**config.mk**
```make
export PLATFORM = sky130hd
export DESIGN_NAME = prom_programmer
export DESIGN_NICKNAME = d
export VERILOG_FILES = /design/src/rtl/prom_pkg.sv /design/src/rtl/prom_array.sv /design/src/rtl/prom_programmer.sv
export SDC_FILE = /design/constraint.sdc
export NUM_CORES = 1
export LEC_CHECK = 0
export CAP_MARGIN = 20
export CORE_MARGIN = 5
export CORE_UTILIZATION = 60
export CTS_CLUSTER_SIZE = 30
export DETAILED_ROUTE_END_ITERATION = 8
export PLACE_DENSITY = 0.79
export SLEW_MARGIN = 20
export SYNTH_ARGS = -nofsm -noshare
export SYNTH_HDL_FRONTEND = slang
export SYNTH_SLANG_ARGS = --single-unit
```
**constraint.sdc**
```tcl
create_clock -name clk -period 3.51 [get_ports clk]
set_input_delay 0.5265 -clock clk [delete_from_list [all_inputs] [get_ports clk]]
set_output_delay 0.5265 -clock clk [all_outputs]
set_load 0.01 [all_outputs]
```
**src/rtl/prom_pkg.sv**
```systemverilog
// Shared types and constants for the one-time-programmable PROM programmer.
package prom_pkg;

   localparam int unsigned ADDR_W = 4;
   localparam int unsigned DATA_W = 8;
   localparam int unsigned DEPTH  = 16;

   localparam logic [DATA_W-1:0] ERASED_VAL = 8'hFF;

   typedef enum logic [1:0] {
      ST_IDLE,
      ST_CHECK,
      ST_PROGRAM,
      ST_VERIFY
   } state_e;

endpackage

```
**src/rtl/prom_array.sv**
```systemverilog
// 16x8 OTP storage: a write can only clear bits; two combinational read ports.
module prom_array
   import prom_pkg::*;
(
   input  logic              clk,
   input  logic              we,
   input  logic [ADDR_W-1:0] waddr,
   input  logic [DATA_W-1:0] wdata,
   input  logic [ADDR_W-1:0] raddr,
   output logic [DATA_W-1:0] rdata,
   input  logic [ADDR_W-1:0] vaddr,
   output logic [DATA_W-1:0] vdata
);

   // Erased at power-up only; reset deliberately leaves the contents alone.
   logic [DATA_W-1:0] mem_q [DEPTH] = '{default: ERASED_VAL};
   logic [DATA_W-1:0] word_d;

   always_comb begin
      word_d = mem_q[waddr] & wdata;
   end

   always_ff @(posedge clk) begin
      if (we) begin
         mem_q[waddr] <= word_d;
      end
   end

   always_comb begin
      rdata = mem_q[raddr];
      vdata = mem_q[vaddr];
   end

endmodule

```
**src/rtl/prom_programmer.sv**
```systemverilog
// Program/verify sequencer for the OTP array: check, pulse, verify, retry.
module prom_programmer
   import prom_pkg::*;
#(
   parameter int unsigned PULSE_CYCLES = 4,
   parameter int unsigned MAX_TRIES    = 3
) (
   input  logic              clk,
   input  logic              rst_n,
   input  logic              req,
   input  logic [ADDR_W-1:0] wr_addr,
   input  logic [DATA_W-1:0] wr_data,
   input  logic              pgm_inhibit,
   input  logic [ADDR_W-1:0] rd_addr,
   output logic [DATA_W-1:0] rd_data,
   output logic              busy,
   output logic              done,
   output logic              err
);

   localparam logic [3:0] PULSE_LAST = 4'(PULSE_CYCLES - 1);

   state_e            state_q, state_d;
   logic [3:0]        pulse_cnt_q, pulse_cnt_d;
   logic [2:0]        try_cnt_q, try_cnt_d;
   logic [ADDR_W-1:0] addr_q, addr_d;
   logic [DATA_W-1:0] data_q, data_d;
   logic              done_q, done_d;
   logic              err_q, err_d;
   logic              we;
   logic [DATA_W-1:0] vdata;

   prom_array u_array (
      .clk   (clk),
      .we    (we),
      .waddr (addr_q),
      .wdata (data_q),
      .raddr (rd_addr),
      .rdata (rd_data),
      .vaddr (addr_q),
      .vdata (vdata)
   );

   always_comb begin
      state_d     = state_q;
      pulse_cnt_d = pulse_cnt_q;
      try_cnt_d   = try_cnt_q;
      addr_d      = addr_q;
      data_d      = data_q;
      done_d      = 1'b0;
      err_d       = 1'b0;
      we          = 1'b0;
      unique case (state_q)
         ST_IDLE: begin
            if (req) begin
               addr_d    = wr_addr;
               data_d    = wr_data;
               try_cnt_d = '0;
               state_d   = ST_CHECK;
            end
         end
         ST_CHECK: begin
            // Any bit needing a 0->1 transition can never be programmed.
            if ((~vdata & data_q) != '0) begin
               done_d  = 1'b1;
               err_d   = 1'b1;
               state_d = ST_IDLE;
            end else begin
               pulse_cnt_d = '0;
               state_d     = ST_PROGRAM;
            end
         end
         ST_PROGRAM: begin
            if (pulse_cnt_q == PULSE_LAST) begin
               we      = ~pgm_inhibit & rst_n;
               state_d = ST_VERIFY;
            end else begin
               pulse_cnt_d = pulse_cnt_q + 4'd1;
            end
         end
         ST_VERIFY: begin
            if (vdata == data_q) begin
               done_d  = 1'b1;
               state_d = ST_IDLE;
            end else if ((int'(try_cnt_q) + 1) < int'(MAX_TRIES)) begin
               try_cnt_d   = try_cnt_q + 3'd1;
               pulse_cnt_d = '0;
               state_d     = ST_PROGRAM;
            end else begin
               try_cnt_d = try_cnt_q + 3'd1;
               done_d    = 1'b1;
               err_d     = 1'b1;
               state_d   = ST_IDLE;
            end
         end
         default: state_d = ST_IDLE;
      endcase
   end

   always_ff @(posedge clk) begin
      if (!rst_n) begin
         state_q     <= ST_IDLE;
         pulse_cnt_q <= '0;
         try_cnt_q   <= '0;
         addr_q      <= '0;
         data_q      <= '0;
         done_q      <= 1'b0;
         err_q       <= 1'b0;
      end else begin
         state_q     <= state_d;
         pulse_cnt_q <= pulse_cnt_d;
         try_cnt_q   <= try_cnt_d;
         addr_q      <= addr_d;
         data_q      <= data_d;
         done_q      <= done_d;
         err_q       <= err_d;
      end
   end

   always_comb begin
      busy = (state_q != ST_IDLE);
      done = done_q;
      err  = err_q;
   end

endmodule

```
==> key figures <==
Clock network
  – CTS Buf Count: 17
  – Clock root cell: clkbuf_16
  – Clock latency on the worst-skew pair: between 400 and 500 ps
  – Hold-fix buffers, CTS: 0
  – Deepest clock path buffer count: 2
  – Post-CTS Resized: 0
  – Clock slew seen by the registers of the worst setup and hold paths: 60 ps
  – H-tree depth: 4
  – Postcts setup bufs: 0
  – Clock sinks: 155
  – CTS tree: built

Floorplan
  – Std-Cell Rows: 40
  – Die width: between 100 and 150 um
  – Core area: 0.01196 sq mm
  – I/O pins: 31
  – Initial Utilization: 61.19%
  – Die area: 0.01451 sq mm
  – Die Height: 120.5 um

Yosys
  – Area contributors post-synth: edfxtp_1 53%, mux4_2 17%, mux4_1 8.6%, dfxtp_1 7.4%, ha_1 3.2%
  – Synth top area share: 52.51%
  – Synth warn: 0
  – Syn Area/Cell: roughly 18 sq um
  – Top cell type by total area after synthesis: edfxtp_1
  – Syn Std Cell Area: between 0.007 and 0.008 sq mm
  – Net Count, Synth: ~440
  – Synth unique cells: 41
  – Seq/Total Area, Yosys: roughly three fifths
  – Mapped Cells: 404
  – Synthesized flop and latch total: 155

Hold path
  – Hold EP: pulse_cnt_q[3]$_SDFFE_PN0P_
  – HP Class: flip-flop to flip-flop
  – Hold path start: pulse_cnt_q[3]$_SDFFE_PN0P_
  – Hold Path Stages: 1

Pwr
  – Max VDD drop: 0.3471 mV
  – Lkg Pwr: around 2.9 nW
  – PD cells: 497.2 mW/mm^2

Timing
  – Min Tclk post-route: 3191 ps
  – Max Clk Rate: 0.3134 GHz
  – Setup WS post-layout: 318.9 ps
  – Setup TNS: 0 ps
  – Pins over their slew limit: 0
  – Slew @ Worst Pin: 627.4 ps
  – Max-slew headroom: 58.04%
  – Final setup fails: 0
  – Skew final: 6.385 ps
  – Hold Slack: 492.7 ps
  – Final hold vios: 0
  – Crit share post-route: slightly above 90%
  – RSZ-0062 raised after global routing: no

Placed design
  – Port Buf Inserts: 30
  – Dpl hpwl: between 10000 and 15000 um
  – Place WS: around 330 ps
  – Gpl congestion: 0.8309

Routing
  – Final wirelength: 17110 um
  – Residual DRC count: 0
  – Total number of vias: between 4000 and 5000
  – Detailed Route Iter0 Violations: around 450
  – Drt first pass iters: 5
  – Drt wl/cell: around 28 um
  – Post-DR vias/cell: 6.807
  – DRT antenna net count: 0

Global routing
  – Gr ovfl total: 0
  – Largest net degree at the start of global routing: 33
  – Antenna violations before repair: 0
  – Vias in the first global route: 4326
  – Gr usage total: about a quarter
  – Global-route wire length before repair: 26250 um

Setup path
  – R2R cell count: 10
  – CP startpoint kind: primary input
  – Crit-path max FO: 32
  – Worst Setup End Kind: primary output
  – Worst endpoint required time: approximately 3000 ps
  – Arr. time, crit path: 2660 ps
  – Setup CP Type: primary input to primary output
  – RR Endpoint: pulse_cnt_q[1]$_SDFFE_PN0P_
  – R2r setup slk: 360 ps

Flow run
  – Max cap viols: 0

Layout
  – Nets: 494
  – Proportion of layout cells with a drive suffix above 1: 26.71%
  – Synth-to-Final Area Change: 15.90%
  – Most frequent cells in the layout: 128 x edfxtp_1, 56 x mux4_2, 33 x nand2_1
  – Ant. Diodes: 0
  – Most common cell after layout, fill and taps aside: edfxtp_1

Run status
  – Status: finished clean
[flip-flops by register name, indices dropped and copies added, names as in the netlist, named ones only]
name           cells
u_array.mem_q    128
done               1
data_q             8
pulse_cnt_q        4
try_cnt_q          3
addr_q             4
err                1
state_q            2
[worst max-delay path, cell delays in order]
cell and delay, ps:
clkdlybuf4s50_1 510, buf_12 240, mux4_2 350, mux4_2 510, clkdlybuf4s50_1 510
[metal layers]
metal / track usage (%) / share of wire (%) / wire length [um]
met4: 8.711 / 2.4 / 413
met2: 41.49 / 51 / 8649
met5: 0 / 0 / 0
met3: 6.642 / 7.5 / 1276
met1: 34.00 / 40 / 6770
[layout make-up]
| class | instances | area, sq um |
|---|---|---|
| clock buffer | 17 | 425.4 |
| sequential | 155 | 4385 |
| clock inverter | 15 | 150.1 |
| timing repair buffer | 57 | 548.0 |
| fill | 716 | 3478 |
| multi-input combinational | 213 | 2749 |
| tap | 147 | 183.9 |
| inverter | 11 | 41.29 |
[report_power, final]
group | internal, mW | switching, mW
Combinational | 0.206 | 0.195
Clock | 1.04 | 0.733
Sequential | 2.01 | 0.0298
[metrics by stage]
| step | total power, mW | area, sq um | std cells | util (%) |
|---|---|---|---|---|
| floorplan | 2.341 | 7320 | 404 | - |
| global placement | 2.466 | 7908 | 583 | 66.11 |
| detailed placement | 2.478 | 7908 | 583 | 66.11 |
| CTS | 4.240 | 8483 | 615 | 70.92 |
| global route | 4.364 | 8483 | 615 | 70.92 |
| finish | 4.218 | 8483 | 615 | 70.92 |
[synthesized netlist by cell type]
library cell	number
nor3_1	5
and2_1	3
edfxtp_1	128
nor4_1	2
or2_1	1
a21boi_0	12
or3b_1	1
o21ba_2	1
o211a_1	1
nand2_1	33
buf_1	10
nor3_2	1
mux4_1	24
clkbuf_1	7
nand4_1	3
nor3b_1	1
inv_1	3
buf_2	4
nor2_1	17
nor2b_1	2
o21ai_1	1
nand4b_1	1
o21bai_1	1
buf_6	1
a2111oi_2	1
mux4_2	56
mux2i_1	2
dfxtp_1	27
buf_12	1
o21ai_0	4
nand3_1	5
inv_2	8
ha_1	19
a21oi_1	4
nand2b_1	3
or3_1	1
and3_1	2
nand3b_1	4
o22ai_1	1
a31oi_1	1
buf_8	2
[how the worst max path moves through the flow]
stage / depth (start not counted) / endpoint / from / slack [ps]
3_5_place_dp: 5 / rd_data[2] / rd_addr[1] / 330
6_report: 5 / rd_data[2] / rd_addr[1] / 320
5_1_grt: 10 / pulse_cnt_q[1]$_SDFFE_PN0P_ / flip-flop / 160
4_1_cts: 5 / rd_data[2] / rd_addr[1] / 300
3_3_place_gp: 5 / rd_data[3] / rd_addr[1] / 370
2_1_floorplan: 11 / pulse_cnt_q[1]$_SDFFE_PN0P_ / flip-flop / 690
[logic make-up (layout without fill, tap and decap cells)]
kind of cell / after synthesis / in the layout / share of synthesized area [%]
flops: 155 / 155 / 59.90
simple gates: 85 / 85 / 5.590
fa+ha+maj: 19 / 19 / 3.248
mux: 82 / 82 / 26.12
buf+inv: 36 / 100 / 2.547
compound gates: 27 / 27 / 2.598
No activity file was read; power rests on OpenSTA's default activity.
